[config.mk]
export PLATFORM = sky130hd
export DESIGN_NAME = ins_exec_wb_sched_flat
export DESIGN_NICKNAME = d
export VERILOG_FILES = /design/src/rtl/ins_exec_wb_sched_pkg.sv /design/src/rtl/ins_exec_wb_sched_if.sv /design/src/rtl/ins_exec_wb_sched_rr_arbiter.sv /design/src/rtl/ins_exec_wb_sched.sv /design/src/flat_wrapper.sv
export SDC_FILE = /design/constraint.sdc
export NUM_CORES = 1
export LEC_CHECK = 0
export BUFFER_PORTS_ARGS = -buffer_cell sky130_fd_sc_hd__buf_2
export CORE_AREA = 4 4 153 155
export CTS_CLUSTER_DIAMETER = 150
export DETAILED_ROUTE_END_ITERATION = 8
export DIE_AREA = 0 0 157 159
export SYNTH_ARGS = -nofsm -noshare
export SYNTH_HDL_FRONTEND = slang
export SYNTH_SLANG_ARGS = --single-unit
export TNS_END_PERCENT = 50
[constraint.sdc]
create_clock -name clk -period 4.9 [get_ports clk]
set_input_delay 0.49 -clock clk [delete_from_list [all_inputs] [get_ports clk]]
set_output_delay 0.49 -clock clk [all_outputs]
set_load 0.005 [all_outputs]
[src/rtl/ins_exec_wb_sched_pkg.sv]
// ---------------------------------------------------------------------------
// ins_exec_pkg : shared constants and types for the exec write-back scheduler
// Revision 1.0 : initial release
// ---------------------------------------------------------------------------
`default_nettype none

package ins_exec_pkg;

  localparam int XLEN      = 32;
  localparam int REG_IDX_W = 5;

  localparam logic [6:0] OPCODE_JALR = 7'b1100111;

  typedef enum logic [0:0] {
    ST_IDLE  = 1'b0,
    ST_FLUSH = 1'b1
  } state_e;

endpackage

`default_nettype wire

[src/rtl/ins_exec_wb_sched_if.sv]
// ---------------------------------------------------------------------------
// ins_exec_wb_sched_if : exec-unit request bundles, write ports and fetch flush
// Revision 1.0 : initial release
// ---------------------------------------------------------------------------
`default_nettype none

interface ins_exec_wb_sched_if #(
  parameter int NUM_REQ = 4,
  parameter int XLEN    = 32
);

  localparam int IW = ins_exec_pkg::REG_IDX_W;

  logic [NUM_REQ-1:0]      req_reg_w_op;
  logic [NUM_REQ*IW-1:0]   req_reg_w_reg_idx;
  logic [NUM_REQ*XLEN-1:0] req_reg_w_reg_val;
  logic [NUM_REQ-1:0]      req_pc_w_op;
  logic [NUM_REQ*XLEN-1:0] req_pc_w_val;
  logic [NUM_REQ-1:0]      req_grant;

  logic                    reg_w_op;
  logic [IW-1:0]           reg_w_reg_idx;
  logic [XLEN-1:0]         reg_w_reg_val;
  logic                    reg_pc_w_op;
  logic [XLEN-1:0]         reg_pc_w_val;

  logic                    fetch_flush;
  logic                    fetch_flush_ack;
  logic                    exc_misalign;
  logic [XLEN-1:0]         exc_misalign_val;

  modport master (
    output req_reg_w_op, req_reg_w_reg_idx, req_reg_w_reg_val,
    output req_pc_w_op, req_pc_w_val, fetch_flush_ack,
    input  req_grant, reg_w_op, reg_w_reg_idx, reg_w_reg_val,
    input  reg_pc_w_op, reg_pc_w_val, fetch_flush, exc_misalign, exc_misalign_val
  );

  modport slave (
    input  req_reg_w_op, req_reg_w_reg_idx, req_reg_w_reg_val,
    input  req_pc_w_op, req_pc_w_val, fetch_flush_ack,
    output req_grant, reg_w_op, reg_w_reg_idx, reg_w_reg_val,
    output reg_pc_w_op, reg_pc_w_val, fetch_flush, exc_misalign, exc_misalign_val
  );

endinterface

`default_nettype wire

[src/rtl/ins_exec_wb_sched_rr_arbiter.sv]
// ---------------------------------------------------------------------------
// rr_arbiter : combinational round-robin pick, search starts at ptr
// Revision 1.0 : initial release
// ---------------------------------------------------------------------------
`default_nettype none

module rr_arbiter #(
  parameter int N  = 4,
  parameter int PW = (N > 1) ? $clog2(N) : 1
) (
  input  wire logic [N-1:0]  req,
  input  wire logic [PW-1:0] ptr,
  output logic      [N-1:0]  grant,
  output logic      [PW-1:0] grant_idx
);

  logic [PW:0] w_cand;
  logic        w_found;

  always_comb begin
    grant     = '0;
    grant_idx = '0;
    w_found   = 1'b0;
    w_cand    = '0;
    for (int k = 0; k < N; k++) begin
      w_cand = {1'b0, ptr} + (PW+1)'(k);
      if (w_cand >= (PW+1)'(N)) begin
        w_cand = w_cand - (PW+1)'(N);
      end
      if (!w_found && req[w_cand]) begin
        w_found        = 1'b1;
        grant[w_cand]  = 1'b1;
        grant_idx      = w_cand[PW-1:0];
      end
    end
  end

endmodule

`default_nettype wire

[src/rtl/ins_exec_wb_sched.sv]
// ---------------------------------------------------------------------------
// ins_exec_wb_sched : round-robin write-back scheduler with redirect flush
// Revision 1.0 : initial release
// ---------------------------------------------------------------------------
`default_nettype none

module ins_exec_wb_sched #(
  parameter int NUM_REQ = 4,
  parameter int XLEN    = 32
) (
  input wire logic           clk,
  input wire logic           rst,
  ins_exec_wb_sched_if.slave bus
);

  import ins_exec_pkg::*;

  localparam int PW = (NUM_REQ > 1) ? $clog2(NUM_REQ) : 1;

  state_e                 state_q, state_d;
  logic [PW-1:0]          ptr_q, ptr_d;
  logic                   reg_op_q, reg_op_d;
  logic [REG_IDX_W-1:0]   reg_idx_q, reg_idx_d;
  logic [XLEN-1:0]        reg_val_q, reg_val_d;
  logic                   pc_op_q, pc_op_d;
  logic [XLEN-1:0]        pc_val_q, pc_val_d;
  logic                   exc_q, exc_d;
  logic [XLEN-1:0]        exc_val_q, exc_val_d;

  logic [REG_IDX_W-1:0]   idx_arr [NUM_REQ];
  logic [XLEN-1:0]        val_arr [NUM_REQ];
  logic [XLEN-1:0]        pc_arr  [NUM_REQ];

  logic [NUM_REQ-1:0]     arb_req;
  logic [NUM_REQ-1:0]     grant;
  logic [PW-1:0]          grant_idx;
  logic [XLEN-1:0]        target;

  for (genvar i = 0; i < NUM_REQ; i++) begin : g_unpack
    assign idx_arr[i] = bus.req_reg_w_reg_idx[i*REG_IDX_W +: REG_IDX_W];
    assign val_arr[i] = bus.req_reg_w_reg_val[i*XLEN +: XLEN];
    assign pc_arr[i]  = bus.req_pc_w_val[i*XLEN +: XLEN];
  end

  // Grants are only offered while no redirect is outstanding.
  assign arb_req = (state_q == ST_IDLE) ? (bus.req_reg_w_op | bus.req_pc_w_op) : '0;

  rr_arbiter #(.N(NUM_REQ), .PW(PW)) u_arb (
    .req       (arb_req),
    .ptr       (ptr_q),
    .grant     (grant),
    .grant_idx (grant_idx)
  );

  assign target = pc_arr[grant_idx] & ~XLEN'(1);

  always_comb begin
    state_d   = state_q;
    ptr_d     = ptr_q;
    reg_op_d  = 1'b0;
    reg_idx_d = '0;
    reg_val_d = '0;
    pc_op_d   = 1'b0;
    pc_val_d  = '0;
    exc_d     = 1'b0;
    exc_val_d = '0;
    case (state_q)
      ST_IDLE: begin
        if (|grant) begin
          ptr_d = (grant_idx == PW'(NUM_REQ-1)) ? '0 : grant_idx + 1'b1;
          if (bus.req_pc_w_op[grant_idx] && target[1]) begin
            // Misaligned redirect kills the whole bundle, link write included.
            exc_d     = 1'b1;
            exc_val_d = target;
          end else begin
            if (idx_arr[grant_idx] != '0) begin
              reg_op_d  = bus.req_reg_w_op[grant_idx];
              reg_idx_d = idx_arr[grant_idx];
              reg_val_d = val_arr[grant_idx];
            end
            if (bus.req_pc_w_op[grant_idx]) begin
              pc_op_d  = 1'b1;
              pc_val_d = target;
              state_d  = ST_FLUSH;
            end
          end
        end
      end
      ST_FLUSH: begin
        if (bus.fetch_flush_ack) begin
          state_d = ST_IDLE;
        end
      end
      default: state_d = ST_IDLE;
    endcase
  end

  always_ff @(posedge clk or posedge rst) begin
    if (rst) begin
      state_q   <= ST_IDLE;
      ptr_q     <= '0;
      reg_op_q  <= 1'b0;
      reg_idx_q <= '0;
      reg_val_q <= '0;
      pc_op_q   <= 1'b0;
      pc_val_q  <= '0;
      exc_q     <= 1'b0;
      exc_val_q <= '0;
    end else begin
      state_q   <= state_d;
      ptr_q     <= ptr_d;
      reg_op_q  <= reg_op_d;
      reg_idx_q <= reg_idx_d;
      reg_val_q <= reg_val_d;
      pc_op_q   <= pc_op_d;
      pc_val_q  <= pc_val_d;
      exc_q     <= exc_d;
      exc_val_q <= exc_val_d;
    end
  end

  assign bus.req_grant        = grant;
  assign bus.reg_w_op         = reg_op_q;
  assign bus.reg_w_reg_idx    = reg_idx_q;
  assign bus.reg_w_reg_val    = reg_val_q;
  assign bus.reg_pc_w_op      = pc_op_q;
  assign bus.reg_pc_w_val     = pc_val_q;
  assign bus.fetch_flush      = (state_q == ST_FLUSH);
  assign bus.exc_misalign     = exc_q;
  assign bus.exc_misalign_val = exc_val_q;

endmodule

`default_nettype wire

[src/flat_wrapper.sv]
// flat-port wrapper written by rule: the top's interface ports become plain ports
module ins_exec_wb_sched_flat import ins_exec_pkg::*;
#(
  parameter int NUM_REQ = 4,
  parameter int XLEN    = 32
)
  (clk, rst, bus_req_reg_w_op, bus_req_reg_w_reg_idx, bus_req_reg_w_reg_val, bus_req_pc_w_op, bus_req_pc_w_val, bus_fetch_flush_ack, bus_req_grant, bus_reg_w_op, bus_reg_w_reg_idx, bus_reg_w_reg_val, bus_reg_pc_w_op, bus_reg_pc_w_val, bus_fetch_flush, bus_exc_misalign, bus_exc_misalign_val);
  ins_exec_wb_sched_if #(.NUM_REQ(NUM_REQ), .XLEN(XLEN)) bus_i ();
  input wire logic clk;
  input wire logic rst;
  input wire logic [$bits(bus_i.req_reg_w_op)-1:0] bus_req_reg_w_op;
  input wire logic [$bits(bus_i.req_reg_w_reg_idx)-1:0] bus_req_reg_w_reg_idx;
  input wire logic [$bits(bus_i.req_reg_w_reg_val)-1:0] bus_req_reg_w_reg_val;
  input wire logic [$bits(bus_i.req_pc_w_op)-1:0] bus_req_pc_w_op;
  input wire logic [$bits(bus_i.req_pc_w_val)-1:0] bus_req_pc_w_val;
  input wire logic [$bits(bus_i.fetch_flush_ack)-1:0] bus_fetch_flush_ack;
  output wire logic [$bits(bus_i.req_grant)-1:0] bus_req_grant;
  output wire logic [$bits(bus_i.reg_w_op)-1:0] bus_reg_w_op;
  output wire logic [$bits(bus_i.reg_w_reg_idx)-1:0] bus_reg_w_reg_idx;
  output wire logic [$bits(bus_i.reg_w_reg_val)-1:0] bus_reg_w_reg_val;
  output wire logic [$bits(bus_i.reg_pc_w_op)-1:0] bus_reg_pc_w_op;
  output wire logic [$bits(bus_i.reg_pc_w_val)-1:0] bus_reg_pc_w_val;
  output wire logic [$bits(bus_i.fetch_flush)-1:0] bus_fetch_flush;
  output wire logic [$bits(bus_i.exc_misalign)-1:0] bus_exc_misalign;
  output wire logic [$bits(bus_i.exc_misalign_val)-1:0] bus_exc_misalign_val;
  assign bus_i.req_reg_w_op = bus_req_reg_w_op;
  assign bus_i.req_reg_w_reg_idx = bus_req_reg_w_reg_idx;
  assign bus_i.req_reg_w_reg_val = bus_req_reg_w_reg_val;
  assign bus_i.req_pc_w_op = bus_req_pc_w_op;
  assign bus_i.req_pc_w_val = bus_req_pc_w_val;
  assign bus_i.fetch_flush_ack = bus_fetch_flush_ack;
  assign bus_req_grant = bus_i.req_grant;
  assign bus_reg_w_op = bus_i.reg_w_op;
  assign bus_reg_w_reg_idx = bus_i.reg_w_reg_idx;
  assign bus_reg_w_reg_val = bus_i.reg_w_reg_val;
  assign bus_reg_pc_w_op = bus_i.reg_pc_w_op;
  assign bus_reg_pc_w_val = bus_i.reg_pc_w_val;
  assign bus_fetch_flush = bus_i.fetch_flush;
  assign bus_exc_misalign = bus_i.exc_misalign;
  assign bus_exc_misalign_val = bus_i.exc_misalign_val;
  ins_exec_wb_sched #(.NUM_REQ(NUM_REQ), .XLEN(XLEN)) u_core (.clk(clk), .rst(rst), .bus(bus_i));
endmodule
**Word level (Yosys, flattened, before mapping)**

Index checks and enable logic that the tools add are counted.

- Add/sub/neg operators: 8
- Order comparisons: 14
- Eq/ne operators: 1
- Multiplexer cells: 74
- Bitwise operators: 6
- Reduce and logical (&&, ||, !) cells: 14

Operators by type and width:

| cell | number |
|---|---|
| 32-bit 2-to-1 mux | 15 |
| 32-bit binary-select mux with 2-bit select | 2 |
| 5-bit 2-to-1 mux | 6 |
| 1-bit 2-to-1 mux | 25 |
| 4-bit 2-to-1 mux | 5 |
| 4-bit bitwise OR | 4 |
| 1-bit binary-select mux with 2-bit select | 6 |
| 3-bit by 1-bit >= comparator with 1-bit output (second input constant) | 4 |
| 3-bit >= comparator (second input constant) | 4 |
| 3-bit less-than comparator (second input constant) | 4 |
| 3-bit 2-to-1 mux | 4 |
| 5-bit binary-select mux with 2-bit select | 1 |
| 2-bit 2-to-1 mux | 5 |
| 3-bit subtractor (second input constant) | 3 |
| 1-bit demux with 2-bit select | 4 |
| 1-bit logical AND | 8 |
| 2-bit by 2-bit adder with 3-bit output (second input constant) | 2 |
| 5-bit nonzero test | 1 |
| 4-bit OR reduction | 1 |
| 2-bit by 1-bit adder with 3-bit output (second input constant) | 1 |
| 2-bit by 3-bit >= comparator with 1-bit output (second input constant) | 1 |
| 1-bit zero test | 3 |
| 2-bit by 3-bit less-than comparator with 1-bit output (second input constant) | 1 |
| 2-bit inverter with 3-bit output | 1 |
| 6 further kinds | 6 |

- Register bits after elaboration: 107
- Input port bits: 287
- Output and inout port bits: 109
- Word-level logic and storage cells: 126

**Depth between registers and ports, before layout**

- Word-level depth: 23
- Gate-level depth with buffers: 15
- Depth with buffers taken out: 10

**Cells and area by module**

From an unflattened synthesis, not the netlist that was laid out.

- Cells, all modules: 423
- Area, all modules: 5885.6 um^2

By module, submodules not included:

| module | times used | cells each | area an instance (um^2) | sequential area each (um^2) |
|---|---|---|---|---|
| ins_exec_wb_sched | 1 | 372 | 5407.7 | 2602.5 |
| rr_arbiter | 1 | 51 | 478.0 | 0.0 |

**Least setup slack after synthesis**

No wires, ideal clock.

- Path type: reg-to-reg
- From: register u_core.ptr_q[0]
- To: register u_core.reg_val_q[10] (netlist: u_core.bus.reg_w_reg_val[10])
- Library setup time: 0.136 ns
- Arrival time: 3.562 ns
- Data required time: 4.764 ns
- Path slack: 1.202 ns
- Cell stages (with the launch flop): 15
- Buffers on the path: 4
- Period minus slack after synthesis: 3.698 ns
- Path through: dfrtp_1 -> buf_2 -> inv_1 -> ha_1 -> buf_2 -> nor4b_4 -> a311o_2 -> and4bb_1 -> buf_4 -> nor2_2 -> o21ai_4 -> mux4_2 -> a2111oi_4 -> buf_4 -> nor3_1

- Longest elaborated chain between the ends: 23
- Elaborated cells on any way between the ends: 82
- Those cells by class: add/sub: 7; order compare: 12; mux: 46; bitwise: 4; reduce/logical: 13

Ends and longest elaborated chain:

| item | line | text |
|---|---|---|
| from (decl) | ins_exec_wb_sched.sv:21 | `logic [PW-1:0] ptr_q, ptr_d;` |
| from (signal assigned) | ins_exec_wb_sched.sv:111 | `ptr_q <= ptr_d;` |
| branches (longest 21 deep; another with 2-bit by 1-bit adder with 3-bit output) | - |  |
| 32-bit 2-to-1 mux (*) | ins_exec_wb_sched.sv:69 | `if (\|grant) begin` |
| 32-bit 2-to-1 mux (*) | ins_exec_wb_sched.sv:67 | `case (state_q)` |
| net u_core.reg_val_d[10] | ins_exec_wb_sched.sv:24 | `logic [XLEN-1:0] reg_val_q, reg_val_d;` |
| to (signal assigned) | ins_exec_wb_sched.sv:114 | `reg_val_q <= reg_val_d;` |
| to (decl) | ins_exec_wb_sched.sv:24 |  |

Mark *: on every way through the listed nets, which the timed path passes. The select of a mux whose other input is x is not followed.
A chain may end at the register's enable or synchronous reset.

**Final worst setup path**

- From: register u_core.ptr_q[1]
- To: register u_core.reg_val_q[6] (netlist: u_core.bus.reg_w_reg_val[6])

The elaborated chain is that of the path after synthesis.

==> impl_results.html <==
<table>
<tr><th>Metric</th><th>Value</th></tr>
<tr><th colspan="2">Setup path</th></tr>
<tr><td>Launch instance of the worst register-to-register path</td><td>u_core.ptr_q[1]</td></tr>
<tr><td>Crit path capture type</td><td>flop</td></tr>
<tr><td>Capture instance of the worst register-to-register path</td><td>u_core.bus.reg_w_reg_val[6]</td></tr>
<tr><td>Data required time at the worst endpoint</td><td>5100 ps</td></tr>
<tr><td>Cell depth of the worst flop-to-flop path</td><td>11</td></tr>
<tr><td>Maximum fanout count along the critical path</td><td>33</td></tr>
<tr><td>Cell with the largest stage delay on the worst path</td><td>mux4_2</td></tr>
<tr><td>Worst setup SP type</td><td>flop</td></tr>
<tr><td>FF-to-FF setup slack</td><td>790 ps</td></tr>
<tr><td>Path type of the worst setup path</td><td>reg2reg</td></tr>
<tr><td>Delay of the slowest critical-path stage</td><td>600 ps</td></tr>
<tr><td>Critical path, cell by cell</td><td>inv_1 &gt; ha_1 &gt; nor4b_4 &gt; a311o_2 &gt; and4bb_1 &gt; nor2_2 &gt; o21ai_4 &gt; mux4_2 &gt; a2111oi_4 &gt; buf_4 &gt; nor3_1</td></tr>
<tr><td>Critical path arrival</td><td>4310 ps</td></tr>
<tr><th colspan="2">Clock network</th></tr>
<tr><td>Sinks on the clock net</td><td>104</td></tr>
<tr><td>Max clock buf depth</td><td>2</td></tr>
<tr><td>Post-CTS Repair Setup Buffers</td><td>0</td></tr>
<tr><td>Post-CTS clock slew at the launch and capture registers of the worst setup and hold paths</td><td>around 80 ps</td></tr>
<tr><td>Worst-Skew Late Latency</td><td>350 ps</td></tr>
<tr><td>Post-cts gate resize count</td><td>0</td></tr>
<tr><td>Post-CTS Hold Buffers</td><td>0</td></tr>
<tr><td>Count of H-tree levels built during CTS</td><td>3</td></tr>
<tr><td>Number of clock buffers inserted by TritonCTS</td><td>9</td></tr>
<tr><td>Buffer type at the clock tree root</td><td>clkbuf_16</td></tr>
<tr><td>Clock tree from TritonCTS</td><td>built</td></tr>
<tr><th colspan="2">Floorplanning</th></tr>
<tr><td>X dimension of the die</td><td>approximately 160 um</td></tr>
<tr><td>Vertical die dimension</td><td>159 um</td></tr>
<tr><td>Core Rows</td><td>54</td></tr>
<tr><td>Core Box Area</td><td>21800 sq um</td></tr>
<tr><td>Count of pins on the block boundary</td><td>396</td></tr>
<tr><td>Initial standard-cell utilization of the core</td><td>between 20% and 30%</td></tr>
<tr><td>Die Footprint</td><td>around 25000 sq um</td></tr>
<tr><th colspan="2">Global routing</th></tr>
<tr><td>Antenna violations before repair</td><td>0</td></tr>
<tr><td>Layer with the highest usage</td><td>met2</td></tr>
<tr><td>GR Layer Usage met3</td><td>3.45%</td></tr>
<tr><td>GRT Total Usage</td><td>17.2%</td></tr>
<tr><td>Global Route met2 Usage</td><td>a little under a third</td></tr>
<tr><td>GRT overflow</td><td>0</td></tr>
<tr><td>Met1 Track Usage GR</td><td>21.4%</td></tr>
<tr><td>Global-route wire length before repair</td><td>around 34000 um</td></tr>
<tr><td>Maximum number of pins on one net before global-route repair</td><td>74</td></tr>
<tr><td>Vias in the first global route</td><td>5987</td></tr>
<tr><th colspan="2">Final layout</th></tr>
<tr><td>Final non-filler cell area</td><td>between 8000 and 9000 sq um</td></tr>
<tr><td>Top library cells by usage in the layout, fill and taps aside</td><td>388 x buf_2, 109 x nand2_1, 104 x dfrtp_1</td></tr>
<tr><td>Net count reported at finish</td><td>1263</td></tr>
<tr><td># diodes</td><td>0</td></tr>
<tr><td>Growth of design area from synthesis to finish</td><td>37.7%</td></tr>
<tr><td>Fraction of final layout cells sized beyond drive strength 1</td><td>49.6%</td></tr>
<tr><td>Leading cell type in the layout, fill and taps excluded</td><td>buf_2</td></tr>
<tr><th colspan="2">Detailed routing</th></tr>
<tr><td>Post-DRT Antenna Nets</td><td>0</td></tr>
<tr><td>Average vias per placed instance</td><td>4.95</td></tr>
<tr><td>DRT iter0 DRCs</td><td>424</td></tr>
<tr><td>DRC violations left</td><td>0</td></tr>
<tr><td>Total number of vias</td><td>6206</td></tr>
<tr><td>Drt first pass iters</td><td>5</td></tr>
<tr><td>Wirelength, routed</td><td>22900 um</td></tr>
<tr><td>Wirelength per Cell</td><td>18.3 um</td></tr>
<tr><th colspan="2">Synth</th></tr>
<tr><td>Number of enable flip-flop cells after synthesis</td><td>0</td></tr>
<tr><td>Number of instances in the synthesized netlist</td><td>614</td></tr>
<tr><td>Number of warning messages in the yosys log</td><td>0</td></tr>
<tr><td>Number of storage elements in the synthesis netlist</td><td>104</td></tr>
<tr><td>Most used DFF post-synth</td><td>dfrtp_1</td></tr>
<tr><td>Fraction of synthesis flops using an asynchronous set or reset pin</td><td>100%</td></tr>
<tr><td>Summed instance area of the synthesized netlist</td><td>6310 sq um</td></tr>
<tr><td>Unique masters post-synth</td><td>57</td></tr>
<tr><td>Post-Syn Area per Cell</td><td>10.3 sq um</td></tr>
<tr><td>Sequential area share after synthesis</td><td>between 40% and 50%</td></tr>
<tr><th colspan="2">Run status</th></tr>
<tr><td>Run status</td><td>complete, no violations</td></tr>
<tr><th colspan="2">Placement</th></tr>
<tr><td>Instance area after placement</td><td>8400 sq um</td></tr>
<tr><td>Placed wire-length estimate</td><td>17800 um</td></tr>
<tr><td>Port bufs</td><td>388</td></tr>
<tr><td>GP Congestion</td><td>0.882</td></tr>
<tr><td>Pre-CTS setup slack</td><td>roughly 800 ps</td></tr>
<tr><th colspan="2">Timing</th></tr>
<tr><td>Setup Skew</td><td>8.08 ps</td></tr>
<tr><td>Highest achievable clock rate</td><td>243 MHz</td></tr>
<tr><td>Setup repair after global routing missed its margin</td><td>false</td></tr>
<tr><td>Final Cycle Share</td><td>83.9%</td></tr>
<tr><td>Number of pins with negative max-slew slack in the final report</td><td>0</td></tr>
<tr><td>Min Clock Period, post-route</td><td>slightly above 4000 ps</td></tr>
<tr><td>Final Hold Viols</td><td>0</td></tr>
<tr><td>Transition at the pin with the smallest max-transition slack</td><td>916 ps</td></tr>
<tr><td>Setup Viol. Count Final</td><td>0</td></tr>
<tr><td>Slew headroom</td><td>38.9%</td></tr>
<tr><td>Final sum of negative setup slack</td><td>0 ps</td></tr>
<tr><td>Fin worst setup slack</td><td>788 ps</td></tr>
<tr><td>Min Hold Slack</td><td>335 ps</td></tr>
<tr><th colspan="2">Power</th></tr>
<tr><td>VDD IR max</td><td>0.520 mV</td></tr>
<tr><td>Leak</td><td>4.51 nW</td></tr>
<tr><td>Areal power density over the cells</td><td>662 nW/um^2</td></tr>
<tr><td>Final Total Pwr</td><td>0.00576 W</td></tr>
<tr><th colspan="2">Job</th></tr>
<tr><td># Max-Cap Violations</td><td>0</td></tr>
<tr><th colspan="2">Hold path</th></tr>
<tr><td>Path class of the lowest-slack min-delay path</td><td>in2async</td></tr>
</table>
[registers in the layout, summed over array words and instances, names as in the netlist]
signal	flops
u_core.bus.exc_misalign_val	31
u_core.ptr_q	2
u_core.bus.reg_w_reg_val	32
u_core.bus.exc_misalign	1
u_core.bus.fetch_flush	1
u_core.bus.reg_pc_w_val	30
u_core.bus.reg_w_reg_idx	5
u_core.bus.reg_w_op	1
u_core.bus.reg_pc_w_op	1
[final cells by class]
cell class | count | area [sq um]
Multi-Input combinational cell | 449 | 3400
Clock inverter | 6 | 57.6
Inverter | 4 | 17.5
Timing Repair Buffer | 400 | 2030
Clock buffer | 10 | 229
Fill cell | 2250 | 13100
Tap cell | 280 | 350
Sequential cell | 104 | 2600
[cell families after synthesis]
| family | count (synthesis) | synth area share, % |
|---|---|---|
| AND/OR/NAND/NOR | 286 | 25.0 |
| adder cells (fa/ha/maj) | 8 | 1.59 |
| multiplexers | 37 | 12.6 |
| AO/OA/AOI/OAI | 114 | 14.0 |
| other | 1 | 0.0594 |
| buffers and inverters | 63 | 5.41 |
| XOR/XNOR | 1 | 0.139 |
| flip-flops | 104 | 41.2 |
[through the flow]
stage	utilization, %	std cells
2_1_floorplan	-	616
3_3_place_gp	38.5	1237
3_5_place_dp	38.5	1237
4_1_cts	39.8	1253
5_1_grt	39.8	1253
6_report	39.8	1253
[cells in the mapped netlist, types with 3 or more instances]
cell type    n  share of area, %
mux4_2      34                12
or4_1        4              0.48
inv_1        4              0.24
a21o_1       4              0.48
and3b_1      3              0.42
nor4_1       6              0.59
nand2_1    109               6.5
o221ai_1     4              0.55
nor2_1      12              0.71
buf_2       21               1.7
nor3_2      17               2.7
dfrtp_1    104                41
clkbuf_1    22               1.3
a22oi_1      3              0.36
a211oi_1    39               4.6
buf_6        7               1.2
o21ai_0      3              0.24
a21oi_1      5              0.40
ha_1         8               1.6
nor3_1      25               2.0
mux2i_1      3              0.48
o21a_1       4              0.48
buf_4        7              0.83
a31oi_1     34               3.4
and2_1      93               9.2
[how the worst max path moves through the flow]
stage	start	end	slack, ps	cells after the start
2_1_floorplan	u_core.ptr_q[0]	u_core.bus.reg_w_reg_val[10]	1200	14
3_5_place_dp	u_core.ptr_q[1]	u_core.bus.reg_w_reg_val[6]	800	11
3_3_place_gp	u_core.ptr_q[1]	u_core.bus.reg_w_reg_val[9]	910	11
5_1_grt	u_core.ptr_q[1]	u_core.bus.reg_w_reg_val[6]	570	11
6_report	u_core.ptr_q[1]	u_core.bus.reg_w_reg_val[6]	790	11
4_1_cts	u_core.ptr_q[1]	u_core.bus.reg_w_reg_val[6]	790	11
[power breakdown]
group          internal, W  total (W)  switching, W
Clock             0.000360   0.000718      0.000358
Combinational      0.00157    0.00386       0.00229
Sequential         0.00111    0.00118     0.0000705
[worst max-delay path, delay by kind of cell (launching register included)]
kind | cells | cell delay (ps)
and+or+nand+nor | 4 | 850
muxes | 1 | 600
DFF | 1 | 580
AOI/OAI and AO/OA | 3 | 830
buffers and inverters | 2 | 570
adders and majority gates | 1 | 510
[layer usage]
metal / part of all wire [%] / vias up
li1: - / 2910
met1: 39 / 3004
met2: 51 / 273
met3: 8.5 / 19
met4: 1.4 / 0
met5: 0 / -
No activity file was read; power rests on OpenSTA's default activity.
